## config.mk

```make
export PLATFORM = sky130hd
export DESIGN_NAME = pixel_color_histogram
export DESIGN_NICKNAME = d
export VERILOG_FILES = /design/src/rtl/pixel_color_histogram.sv
export SDC_FILE = /design/constraint.sdc
export NUM_CORES = 1
export LEC_CHECK = 0
export ABC_CLOCK_PERIOD_IN_PS = 4440
export BUFFER_PORTS_ARGS = -buffer_cell sky130_fd_sc_hd__clkbuf_2
export CORE_ASPECT_RATIO = 1.5
export CORE_MARGIN = 2
export CORE_UTILIZATION = 35
export CTS_CLUSTER_DIAMETER = 30
export DETAILED_ROUTE_END_ITERATION = 8
export HOLD_SLACK_MARGIN = 0.02
export PLACE_DENSITY_LB_ADDON = 0.25
export SETUP_SLACK_MARGIN = 0.05
export SLEW_MARGIN = 20
export SYNTH_ARGS = -nofsm -noshare
export SYNTH_HDL_FRONTEND = slang
export SYNTH_SLANG_ARGS = --single-unit
export TNS_END_PERCENT = 5
```

## constraint.sdc

```tcl
create_clock -name clk -period 4.44 [get_ports clk]
set_clock_uncertainty 0.1 [all_clocks]
set_input_delay 0.222 -clock clk [delete_from_list [all_inputs] [get_ports clk]]
set_output_delay 0.222 -clock clk [all_outputs]
set_load 0.05 [all_outputs]
```

## src/rtl/pixel_color_histogram.sv

```systemverilog
// Per-channel qualifying-pixel counters for one picture, followed by a sequential
// scan that picks the dominant channel (lowest index wins ties) and its count.
module pixel_color_histogram #(
  parameter int NCH = 3,
  parameter int CW  = 15,
  localparam int IW = $clog2(NCH)
) (
  input  logic              clk,
  input  logic              reset,
  input  logic              frame_start,
  input  logic              frame_end,
  input  logic              pix_valid,
  input  logic [NCH-1:0]    pix_ch_en,
  output logic [NCH*CW-1:0] cnt_flat,
  output logic [NCH-1:0]    sat_flags,
  output logic              busy,
  output logic              result_valid,
  output logic [IW-1:0]     dom_idx,
  output logic [NCH-1:0]    dom_onehot,
  output logic [CW-1:0]     dividend
);

  typedef enum logic [1:0] {IDLE, COUNT, SCAN, DONE} state_t;

  state_t            state_reg, state_next;
  logic [CW-1:0]     cnt_reg [NCH];
  logic              sat_reg [NCH];
  logic [IW-1:0]     scan_idx_reg;
  logic [IW-1:0]     best_idx_reg, best_idx_next;
  logic [IW-1:0]     dom_idx_reg;
  logic [NCH-1:0]    dom_onehot_reg, onehot_next;
  logic [CW-1:0]     dividend_reg;
  logic              count_en;
  logic              scan_last;

  assign count_en  = (state_reg == COUNT) && pix_valid && !frame_start;
  assign scan_last = (scan_idx_reg == IW'(NCH - 1));

  always_ff @(posedge clk or posedge reset) begin
    if (reset) state_reg <= IDLE;
    else       state_reg <= state_next;
  end

  always_comb begin
    state_next = state_reg;
    if (frame_start) begin
      state_next = COUNT;
    end else begin
      case (state_reg)
        COUNT:   if (frame_end) state_next = SCAN;
        SCAN:    if (scan_last) state_next = DONE;
        default: state_next = state_reg;
      endcase
    end
  end

  // Saturating counters; the sticky flag records an increment attempted at full scale.
  genvar gi;
  generate
    for (gi = 0; gi < NCH; gi++) begin : g_chan
      always_ff @(posedge clk or posedge reset) begin
        if (reset) begin
          cnt_reg[gi] <= '0;
          sat_reg[gi] <= 1'b0;
        end else if (frame_start) begin
          cnt_reg[gi] <= '0;
          sat_reg[gi] <= 1'b0;
        end else if (count_en && pix_ch_en[gi]) begin
          if (cnt_reg[gi] == {CW{1'b1}}) sat_reg[gi] <= 1'b1;
          else                           cnt_reg[gi] <= cnt_reg[gi] + 1'b1;
        end
      end
      assign cnt_flat[gi*CW +: CW] = cnt_reg[gi];
      assign sat_flags[gi]         = sat_reg[gi];
    end
  endgenerate

  // Strict greater-than keeps the earlier channel on ties.
  always_comb begin
    best_idx_next = best_idx_reg;
    if (cnt_reg[scan_idx_reg] > cnt_reg[best_idx_reg]) best_idx_next = scan_idx_reg;
    onehot_next = '0;
    for (int k = 0; k < NCH; k++) onehot_next[k] = (best_idx_next == IW'(k));
  end

  always_ff @(posedge clk or posedge reset) begin
    if (reset) begin
      scan_idx_reg   <= '0;
      best_idx_reg   <= '0;
      dom_idx_reg    <= '0;
      dom_onehot_reg <= '0;
      dividend_reg   <= '0;
    end else if (frame_start) begin
      scan_idx_reg   <= '0;
      best_idx_reg   <= '0;
      dom_idx_reg    <= '0;
      dom_onehot_reg <= '0;
      dividend_reg   <= '0;
    end else begin
      case (state_reg)
        COUNT: begin
          if (frame_end) begin
            scan_idx_reg <= IW'(1);
            best_idx_reg <= '0;
          end
        end
        SCAN: begin
          best_idx_reg <= best_idx_next;
          scan_idx_reg <= scan_idx_reg + 1'b1;
          if (scan_last) begin
            dom_idx_reg    <= best_idx_next;
            dom_onehot_reg <= onehot_next;
            dividend_reg   <= cnt_reg[best_idx_next];
          end
        end
        default: ;
      endcase
    end
  end

  assign busy         = (state_reg == COUNT) || (state_reg == SCAN);
  assign result_valid = (state_reg == DONE);
  assign dom_idx      = dom_idx_reg;
  assign dom_onehot   = dom_onehot_reg;
  assign dividend     = dividend_reg;

endmodule

```

# After elaboration in Yosys (flattened, before gate mapping)
# Cells that the tools add are included.
totals:
  output_inout_bits: 70
  ff_bits: 74
op_classes:
  reduce_logical: 26
  add_sub_neg: 4
  bitwise_logic: 3
  order_cmp: 4
  mux: 47
  eq_ne: 14
op_table:
  columns: ["operator", "n"]
  rows:
  - ["15-bit 2-to-1 mux", 18]
  - ["15-bit binary-select mux with 2-bit select", 3]
  - ["15-bit by 1-bit adder with 15-bit output, second input constant", 3]
  - ["15-bit equality test, second input constant", 3]
  - ["2-bit 2-to-1 mux", 11]
  - ["2-bit AND reduction", 8]
  - ["2-bit nonzero test", 8]
  - ["15-bit > comparator", 1]
  - ["2-bit one-hot mux with 2 select lines", 3]
  - ["3-bit >= comparator, second input constant", 3]
  - ["1-bit 2-to-1 mux", 9]
  - ["3-bit 2-to-1 mux", 3]
  - ["2-bit inverter with 3-bit output", 3]
  - ["2-bit equality test, second input constant", 4]
  - ["2-bit != test, second input constant", 3]
  - ["3-bit != test, second input constant", 2]
  - ["1-bit logical AND", 5]
  - ["2-bit by 1-bit equality test with 1-bit output, second input constant", 2]
  - ["3-bit AND reduction", 1]
  - ["3-bit nonzero test", 1]
  - ["2-bit by 1-bit adder with 2-bit output, second input constant", 1]
  - ["2-bit logical NOT", 1]
  - ["1-bit logical NOT", 1]
  - ["1-bit logical OR", 1]

# Longest topological paths before layout
# Gate-level depths: netlist (run 1).
depth:
  ltp_word: 13
  mapped_depth: 15

# Worst setup path before layout (run 1)
# Ideal clock, no wire load.
synth_path:
  kind: "register to register"
  start: "reg best_idx_reg[0]"
  end: "reg dividend_reg[2] (netlist: dividend[2])"
  setup_ns: 0.077
  slack_ns: 0.998
  stages_incl_launch_ff: 14
  n_path_buf: 3
  arrival_ns: 3.265
  cell_sequence: "dfrtp_1 > clkbuf_1 > buf_1 > mux2i_1 > o22a_1 > ha_1 > nand4_1 > nor3_2 > o21ai_1 > a32oi_2 > mux2i_1 > buf_2 > a22oi_1 > o21ai_1"
synth_between:
  elab_chain_cells: 13
synth_lines:
  columns: ["item", "line", "rtl"]
  rows:
  - ["start: declaration", "29", "logic [IW-1:0] best_idx_reg, best_idx_next;"]
  - ["start signal: assignment", "108", "best_idx_reg <= best_idx_next;"]
  - ["2-bit inverter with 3-bit output (not written as such)", "81", "if (cnt_reg[scan_idx_reg] > cnt_reg[best_idx_reg]) best_idx_next = scan_idx_reg;"]
  - ["15-bit binary-select mux with 2-bit select", "81", null]
  - ["15-bit 2-to-1 mux (not written as such) (2 in series)", "81", null]
  - ["15-bit > comparator", "81", null]
  - ["2-bit 2-to-1 mux *", "81", null]
  - ["2-bit inverter with 3-bit output (not written as such) *", "113", "dividend_reg <= cnt_reg[best_idx_next];"]
  - ["15-bit binary-select mux with 2-bit select *", "113", null]
  - ["15-bit 2-to-1 mux (not written as such) * (2 in series)", "113", null]
  - ["15-bit 2-to-1 mux *", "110", "if (scan_last) begin"]
  - ["15-bit 2-to-1 mux *", "100", "case (state_reg)"]
  - ["15-bit 2-to-1 mux *", "93", "end else if (frame_start) begin"]
  - ["end signal: assignment", "113", null]
  - ["end: declaration", "32", "logic [CW-1:0] dividend_reg;"]
# Mark *: on every way between the ends. The rest lies on a longest branch, timed or not. The select of a mux whose other input is x is not followed.
# A chain may end at the register's enable or synchronous reset.

# Final worst setup path (run 1)
layout_path:
  start: "reg best_idx_reg[0]"
  end: "reg dividend_reg[13] (netlist: dividend[13])"
# The elaborated chain is that of the path after synthesis.

==> results of run 1 <==
[layout make-up]
cell class,instances,area (um^2),share of cell area (%)
clock buffers,12,256,4.68
clock inverters,3,15.0,0.274
inverters,11,41.3,0.753
multi-input cells,393,2640,48.2
flip-flops and latches,74,1850,33.8
well taps,159,199,3.63
repair buffers,89,478,8.72
[through the flow]
stage | hold WS [ns] | utilization, %
finish | 0.150 | 42.1
CTS | 0.140 | 42.1
detailed placement | 0.301 | 39.9
global route | 0.162 | 42.1
floorplan | 0.359 | -
global placement | 0.286 | 39.9
[kinds of logic (layout without fill, tap and decap cells)]
| group | Yosys count | in the layout | share of synthesized area, % |
|---|---|---|---|
| buf+inv | 49 | 115 | 4.42 |
| compound gates | 111 | 111 | 15.4 |
| fa+ha+maj | 22 | 22 | 5.86 |
| mux | 49 | 49 | 10.5 |
| xor+xnor | 37 | 37 | 6.90 |
| simple gates | 174 | 174 | 17.5 |
| flops | 74 | 74 | 39.4 |
[worst max-delay path: cells and delay by family (launching register included)]
kind,cells,cell delay (ns)
simple gates,1,0.42
buf+inv,1,0.37
mux,2,0.77
fa+ha+maj,1,0.19
flops,1,0.80
compound gates,6,1.13
[placed cells by master, fill, tap and decap left out, drive strengths merged, types with 19 or more instances in the layout]
cell type,Yosys,layout
clkbuf,26,89
a21oi,20,20
dfrtp,74,74
xor2,23,23
ha,22,22
nand2,46,46
o21ai,32,32
nand3,19,19
mux2i,47,47
nor2,63,63
[power by group]
part | internal, mW | switching (mW) | total, mW
sequential | 0.684 | 0.0282 | 0.712
clock | 0.403 | 0.269 | 0.671
combinational | 0.0667 | 0.137 | 0.204
[final timing paths]
check                                       startpoint                        end  slack, ns
max                        best_idx_reg[0]$_DFFE_PP0P_   dividend[13]$_DFFE_PP0P_       0.56
min                                          frame_end   state_reg[0]$_DFFE_PP0P_       0.15
max reg2reg                best_idx_reg[0]$_DFFE_PP0P_   dividend[13]$_DFFE_PP0P_       0.56
min reg2reg                  dom_onehot[2]$_DFFE_PP0P_  dom_onehot[2]$_DFFE_PP0P_       0.38
max in group asynchronous                        reset    cnt_flat[1]$_DFFE_PP0P_       2.77
min in group asynchronous                        reset   cnt_flat[42]$_DFFE_PP0P_       0.46
[per-layer routing]
metal | global-route usage, % | vias to the layer above
met5 | 0 | -
met4 | 7.60 | 0
met3 | 3.36 | 18
met2 | 32.9 | 116
met1 | 22.9 | 2026
li1 | - | 1962
==> run_results.csv, run 1 <==
group,metric,value,unit
status,status,"finished, final reports clean",
sta,slew_viol_final,0,
place,place_area,5200,um^2
floorplanning,initial_core_util,36.1,%
floorplanning,die_area,14400,um^2
sta,timing.fmax,258,MHz
global_route,grt_pass1_vias,4067,
route,routedWlPerCell,17.9,um
synthesis,async_reset_ff_share,100,%
critical_path,ff2ff_path_depth,11,
sta,worst_pin_slew,0.749,ns
route,drt_iter0_drc,215,
synthesis,netlist_area,4690,um^2
synthesis,yosysMostFrequentCell,"dfrtp_1",
synthesis,syn_area_per_cell,9.10,um^2
synthesis,yosys_warnings,0,
finish,fillers,1378,
global_route,grtUsageTotal,18.9,%
place,dp_slack,0.606,ns
floorplanning,design.core.area,13000,um^2
pwr,ir_drop,0.183,mV
synthesis,synth_top_area_share,39.4,%
finish,fin_area,5480,um^2
hold_path,hold_depth,4,
sta,fin_ws,0.562,ns
critical_path,cpPeakStageDelay,0.80,ns
floorplanning,die_x,98.6,um
floorplanning,rows,51,
global_route,antenna_found_initial,0,
sta,relSlewSlack,49.4,%
critical_path,cp-start-kind,"flip-flop",
route,via_per_inst,5.56,
clocking,postCtsHoldBufs,1,
critical_path,crit_path_cell_trace,"buf_4, mux2_2, o21ai_0, ha_1, a21oi_1, a21oi_1, o21ai_1, a32oi_2, mux2i_1, nand2_1, o21ai_0",
critical_path,required,4.59,ns
place,placedCellCount,725,
synthesis,synth_fp_nets,546,
synthesis,syn_inst,516,
synthesis,synth-main-ff-cell,"dfrtp_1",
sta,setup_tns,0,ns
finish,largest_reg_flops,45,
pwr,p_leak,2.50,nW
finish,nNetsFinal,608,
sta,hold_viol,0,
clocking,cts_root_buf,"clkbuf_16",
global_route,grt_start_max_net_pins,69,
place,dp_hpwl,9750,um
place,place_congestion,0.878,
pwr,p_total,1.59,mW
synthesis,ys_ff_latch,74,
job,cap_violations,0,
critical_path,crit_arrival,4.03,ns
route,wl_met3,539,um
critical_path,crit_fanout,18,
floorplanning,dieHeight,146,um
finish,final_cells,741,
synthesis,synth_edf_count,0,
route,highest_layer,"met4",
route,met2_length,6960,um
synthesis,synth_top_cell_by_area,"dfrtp_1",
finish,drive_above_1_share,19.2,%
hold_path,hold_class,"input port to flip-flop",
clocking,cts.path.max_buffers,2,
clocking,h-tree-depth,3,
clocking,cts_repair_resize_count,0,
sta,finalCritPeriodShare,87.3,%
clocking,cts_sinks,74,
route,detail-route-antenna-nets,0,
sta,rsz0062_at_grt,"no",
route,wirelength,13300,um
critical_path,cp-end-kind,"flip-flop",
floorplanning,ios,78,
clocking,tritoncts,"done",
global_route,grt_pass1_wl,21800,um
sta,period_needed,3.88,ns
route,num_vias,4122,
synthesis,synth_cell_types,49,
critical_path,crit_type,"flip-flop to flip-flop",
synthesis,ys_seq_area_share,39.4,%
synthesis,synth_area_leaders,"dfrtp_1 (39%), mux2i_1 (10%), ha_1 (5.9%)",
clocking,clkTransAtPathRegs,0.06,ns
global_route,overflow,0,
sta,setup_viol,0,
clocking,cts_setup_buffers,0,
route,m1WireLength,5490,um
pwr,power_density,290,nW/um^2
critical_path,cp_slowest_cell,"dfrtp_1",
route,drc,0,
synthesis,yosys-top-cells-count,"dfrtp_1 (74), nor2_1 (63), mux2i_1 (47)",
finish,syn_to_final_growth,16.7,%
clocking,cts_buffers,9,
clocking,clk_latency,0.33,ns
place,port_buffers,77,
route,dr.pass1.iters,5,
finish,antenna_cells,0,
(Power assumes the default switching activity.)
==> inputs of run 2 (changes only) <==
--- a/config.mk
+++ b/config.mk
@@ -13,7 +13,7 @@
 export CTS_CLUSTER_DIAMETER = 30
 export DETAILED_ROUTE_END_ITERATION = 8
 export HOLD_SLACK_MARGIN = 0.02
-export PLACE_DENSITY_LB_ADDON = 0.25
+export PLACE_DENSITY = 0.53
 export SETUP_SLACK_MARGIN = 0.05
 export SLEW_MARGIN = 20
 export SYNTH_ARGS = -nofsm -noshare
==> run_results.csv, run 2 (synthesis gave the netlist of run 1 again) <==
group,metric,value,unit
status,status,"finished, final reports clean",
sta,period_needed,3.83,ns
critical_path,crit_type,"flip-flop to flip-flop",
clocking,postCtsHoldBufs,1,
route,num_vias,4053,
finish,layout_commonest_cell,"clkbuf_2",
finish,drive_above_1_share,19.4,%
hold_path,hold_class,"input port to flip-flop",
route,detail-route-antenna-nets,0,
critical_path,cpMostUsedCell,"mux2i_1",
place,placedCellCount,725,
critical_path,cp-start-kind,"flip-flop",
place,dp_slack,0.619,ns
critical_path,cp-end-kind,"flip-flop",
clocking,clk_latency,0.34,ns
route,wirelength,13200,um
route,via_per_inst,5.46,
sta,setup_viol,0,
floorplanning,rows,51,
sta,setup_tns,0,ns
floorplanning,ios,78,
sta,fin_ws,0.607,ns
route,drt_iter0_drc,158,
route,routedWlPerCell,17.8,um
sta,slew_viol_final,0,
pwr,power_density,308,nW/um^2
clocking,cts_setup_buffers,0,
sta,finalCritPeriodShare,86.3,%
floorplanning,design.core.area,13000,um^2
clocking,cts_buffers,9,
sta,hold_viol,0,
critical_path,required,4.59,ns
place,place_area,5200,um^2
global_route,overflow,0,
global_route,antenna_found_initial,0,
clocking,clkTransAtPathRegs,0.06,ns
global_route,grt_pass1_wl,21700,um
critical_path,crit_arrival,3.98,ns
finish,final_cells,742,
clocking,tritoncts,"done",
critical_path,cpPeakStageDelay,0.87,ns
place,port_buffers,77,
pwr,p_leak,2.51,nW
clocking,cts.path.max_buffers,2,
floorplanning,dieHeight,146,um
clocking,h-tree-depth,3,
finish,fin_area,5530,um^2
critical_path,crit_fanout,22,
sta,worst_pin_slew,0.812,ns
finish,nNetsFinal,608,
place,place_congestion,0.864,
critical_path,crit_path_cell_trace,"mux2i_1, o22a_1, ha_1, nand4_1, nor3_2, o21ai_1, a32oi_2, mux2i_1, nand2_1, o21ai_0",
floorplanning,die_x,98.6,um
finish,syn_to_final_growth,17.8,%
critical_path,cp_top_family,"compound AO/OA/AOI/OAI gates",
job,cap_violations,0,
finish,largest_reg_flops,45,
clocking,cts_root_buf,"clkbuf_16",
sta,relSlewSlack,45.9,%
floorplanning,initial_core_util,36.1,%
route,drc,0,
global_route,grt_start_max_net_pins,69,
critical_path,cp_slowest_cell,"dfrtp_1",
floorplanning,die_area,14400,um^2
route,dr.pass1.iters,4,
sta,timing.fmax,261,MHz
finish,final_cell_mix,"clkbuf_2 (77), dfrtp_1 (74), nor2_1 (63), nand2_1 (46), mux2i_1 (46)",
pwr,ir_drop,0.189,mV
finish,antenna_cells,0,
clocking,cts_repair_resize_count,0,
sta,rsz0062_at_grt,"no",
global_route,grt_pass1_vias,4025,
place,dp_hpwl,9840,um
critical_path,cp_num_buf_inv,0,
clocking,cts_sinks,74,
global_route,grtUsageTotal,18.9,%
## run 2: cell types whose count changed in the layout (fill, tap and decap cells not counted)
cell / delta
clkbuf_8: -1
bufinv_16: +2
clkinv_2: -1
clkinvlp_4: +1
## run 2: tightest hold or removal path, cell delays in order
cell	delay, ns
clkbuf_2	0.08
nand2_1	0.05
a21oi_1	0.06
o21bai_1	0.12
## run 2: final timing paths
path	startpoint	end	slack (ns)	cells past startpoint
setup / recovery	best_idx_reg[0]$_DFFE_PP0P_	dividend[12]$_DFFE_PP0P_	0.61	10
min in group asynchronous	reset	dividend[11]$_DFFE_PP0P_	0.46	3
setup reg to reg	best_idx_reg[0]$_DFFE_PP0P_	dividend[12]$_DFFE_PP0P_	0.61	10
max in group asynchronous	reset	state_reg[1]$_DFFE_PP0P_	2.77	4
hold / removal	frame_end	state_reg[0]$_DFFE_PP0P_	0.14	4
hold reg to reg	dom_onehot[2]$_DFFE_PP0P_	dom_onehot[2]$_DFFE_PP0P_	0.37	1
## run 2: area by class of cell
type,instances,area [um^2]
fillers,1360,7490
multi-input cells,393,2640
flip-flops and latches,74,1850
repair buffers,89,478
clock buffers,11,243
well taps,159,199
clock inverters,5,77.6
inverters,11,41.3
## run 2: power breakdown
| group | internal [mW] | total (mW) | switching, mW | leakage, nW |
|---|---|---|---|---|
| Combinational | 0.0687 | 0.211 | 0.142 | 1.33 |
| Clock | 0.505 | 0.786 | 0.281 | 0.156 |
| Sequential | 0.684 | 0.708 | 0.0247 | 1.03 |
| Total | 1.26 | 1.71 | 0.447 | 2.51 |
## run 2: per-stage QoR
step                      total power, mW  util [%]  hold WS, ns
after floorplan                     0.874         -        0.359
after global placement              0.929      39.9        0.273
after detailed placement            0.932      39.9        0.281
after CTS                            1.72      42.5        0.137
after global routing                 1.77      42.5        0.187
final                                1.71      42.5        0.142
## run 2: metal layers
layer / global-route usage (%) / routed length, um / share of wire [%] / vias up
met5: 0 / 0 / 0 / -
met4: 7.19 / 228 / 1.7 / 0
met3: 2.11 / 408 / 3.1 / 14
met2: 32.5 / 6790 / 51 / 97
met1: 24.3 / 5770 / 44 / 1973
li1: - / - / - / 1969
==> inputs of run 3 (changes only) <==
--- a/config.mk
+++ b/config.mk
@@ -5,15 +5,17 @@
 export SDC_FILE = /design/constraint.sdc
 export NUM_CORES = 1
 export LEC_CHECK = 0
-export ABC_CLOCK_PERIOD_IN_PS = 4440
+export ABC_CLOCK_PERIOD_IN_PS = 3660
 export BUFFER_PORTS_ARGS = -buffer_cell sky130_fd_sc_hd__clkbuf_2
+export CELL_PAD_IN_SITES_DETAIL_PLACEMENT = 0
+export CELL_PAD_IN_SITES_GLOBAL_PLACEMENT = 1
 export CORE_ASPECT_RATIO = 1.5
 export CORE_MARGIN = 2
 export CORE_UTILIZATION = 35
 export CTS_CLUSTER_DIAMETER = 30
 export DETAILED_ROUTE_END_ITERATION = 8
 export HOLD_SLACK_MARGIN = 0.02
-export PLACE_DENSITY = 0.53
+export PLACE_DENSITY = 0.66
 export SETUP_SLACK_MARGIN = 0.05
 export SLEW_MARGIN = 20
 export SYNTH_ARGS = -nofsm -noshare
==> constraint.sdc (replaced) <==
create_clock -name clk -period 3.66 [get_ports clk]
set_clock_uncertainty 0.1 [all_clocks]
set_input_delay 0.183 -clock clk [delete_from_list [all_inputs] [get_ports clk]]
set_output_delay 0.183 -clock clk [all_outputs]
set_load 0.05 [all_outputs]
==> run_results.csv, run 3 (synthesis gave the netlist of run 1 again) <==
group,metric,value,unit
sta,setup_viol,0,
finish,final_cells,754,
critical_path,crit_path_cell_trace,"mux2i_1, o22a_1, ha_1, nand4_1, nor3_2, o21ai_1, a32oi_2, mux2i_2, buf_4, a2bb2oi_1, nor2_1",
pwr,p_leak,2.56,nW
sta,fin_ws,0.323,ns
sta,relSlewSlack,40.3,%
finish,final-seq-area,1860,um^2
global_route,antenna_found_initial,0,
clocking,cts.path.max_buffers,2,
critical_path,cp_num_buf_inv,1,
global_route,grtUsageTotal,19.5,%
floorplanning,design.core.area,13000,um^2
critical_path,crit_fanout,12,
global_route,grt_pass1_vias,4126,
finish,final_cell_mix,"clkbuf_2 (77), dfrtp_1 (70), nor2_1 (63), mux2i_1 (46), nand2_1 (45)",
clocking,cts_root_buf,"clkbuf_16",
floorplanning,rows,51,
route,wirelength,13600,um
sta,finalCritPeriodShare,91.2,%
finish,fillers,1329,
sta,rsz0062_at_grt,"no",
job,cap_violations,0,
clocking,cts_sinks,74,
clocking,tritoncts,"done",
pwr,power_density,373,nW/um^2
sta,period_needed,3.34,ns
route,dr.pass1.iters,5,
critical_path,cp-start-kind,"flip-flop",
clocking,cts_buffers,9,
place,place_congestion,0.909,
route,drc,0,
clocking,clk_latency,0.34,ns
status,status,"finished, final reports clean",
sta,hold_viol,0,
place,dp_hpwl,10400,um
clocking,h-tree-depth,3,
route,detail-route-antenna-nets,0,
place,placedCellCount,734,
pwr,ir_drop,0.179,mV
finish,syn_to_final_growth,19.9,%
finish,largest_reg_flops,45,
route,via_per_inst,5.48,
sta,worst_pin_slew,0.895,ns
critical_path,cpPeakStageDelay,0.51,ns
sta,setup_tns,0,ns
place,port_buffers,77,
place,place_area,5270,um^2
finish,nNetsFinal,620,
floorplanning,die_x,98.6,um
critical_path,crit_arrival,3.45,ns
critical_path,cp-end-kind,"flip-flop",
finish,drive_above_1_share,21.7,%
floorplanning,initial_core_util,36.1,%
global_route,grt_pass1_wl,22200,um
sta,slew_viol_final,0,
critical_path,cp_slowest_cell,"dfrtp_2",
floorplanning,ios,78,
route,routedWlPerCell,18.1,um
hold_path,hold_class,"input port to flip-flop",
critical_path,required,3.77,ns
place,dp_slack,0.0999,ns
finish,antenna_cells,0,
clocking,clkTransAtPathRegs,0.06,ns
floorplanning,die_area,14400,um^2
finish,multi_input_area,2640,um^2
critical_path,crit_type,"flip-flop to flip-flop",
floorplanning,dieHeight,146,um
global_route,overflow,0,
finish,layout_commonest_cell,"clkbuf_2",
critical_path,cp_top_family,"compound AO/OA/AOI/OAI gates",
route,drt_iter0_drc,212,
route,num_vias,4130,
finish,fin_area,5630,um^2
global_route,grt_start_max_net_pins,49,
pwr,p_total,2.10,mW
sta,timing.fmax,300,MHz
==> run 3: final cells by class <==
| cell class | count | area share, % |
|---|---|---|
| Timing Repair Buffer | 101 | 10.1 |
| Sequential cell | 74 | 33.0 |
| Inverter | 11 | 0.756 |
| Multi-Input combinational cell | 393 | 46.9 |
| Tap cell | 159 | 3.53 |
| Clock inverter | 4 | 1.33 |
| Clock buffer | 12 | 4.38 |
==> run 3: metrics by stage <==
| step | util, % | hold slack [ns] |
|---|---|---|
| global route | 43.2 | 0.118 |
| global placement | 40.5 | 0.366 |
| floorplan | - | 0.320 |
| finish | 43.2 | 0.0788 |
| CTS | 42.9 | 0.0397 |
| detailed placement | 40.5 | 0.369 |
==> run 3: worst register-to-register path, cell delays in order, from the launching register on <==
cell and delay [ns]:
dfrtp_2 0.51, mux2i_1 0.16, o22a_1 0.21, ha_1 0.30
nand4_1 0.23, nor3_2 0.34, o21ai_1 0.14, a32oi_2 0.36
mux2i_2 0.26, buf_4 0.21, a2bb2oi_1 0.30, nor2_1 0.07
==> run 3: metal layers <==
metal	track usage, %	share of wire (%)	vias up
li1	-	-	1993
met1	23.8	42	2018
met2	34.1	52	98
met3	2.16	3.5	21
met4	8.70	2.6	0
met5	0	0	-
==> run 3: power by group <==
group          internal, mW  leakage (nW)  switching (mW)  total [mW]
Sequential            0.830          1.02          0.0288       0.859
Combinational         0.101          1.39           0.179       0.281
Clock                 0.616         0.149           0.345       0.961
Total                  1.55          2.56           0.553        2.10
==> run 3: what timing repair did <==
action / in CTS / in global routing
setup endpoints to repair: 0 / 18
hold buffers: 0 / 1
resized for setup: 0 / 5
setup buffers: 0 / 3
endpoints found under the hold margin: 0 / 46
==> run 3: final timing paths <==
kind,from,depth (start not counted),to,slack (ns)
max,best_idx_reg[0]$_DFFE_PP0P_,11,best_idx_reg[0]$_DFFE_PP0P_,0.32
min,frame_end,4,state_reg[0]$_DFFE_PP0P_,0.08
max reg2reg,best_idx_reg[0]$_DFFE_PP0P_,11,best_idx_reg[0]$_DFFE_PP0P_,0.32
min reg2reg,dom_idx[1]$_DFFE_PP0P_,2,dom_idx[1]$_DFFE_PP0P_,0.38
max in group asynchronous,reset,4,cnt_flat[36]$_DFFE_PP0P_,2.23
min in group asynchronous,reset,3,cnt_flat[44]$_DFFE_PP0P_,0.43
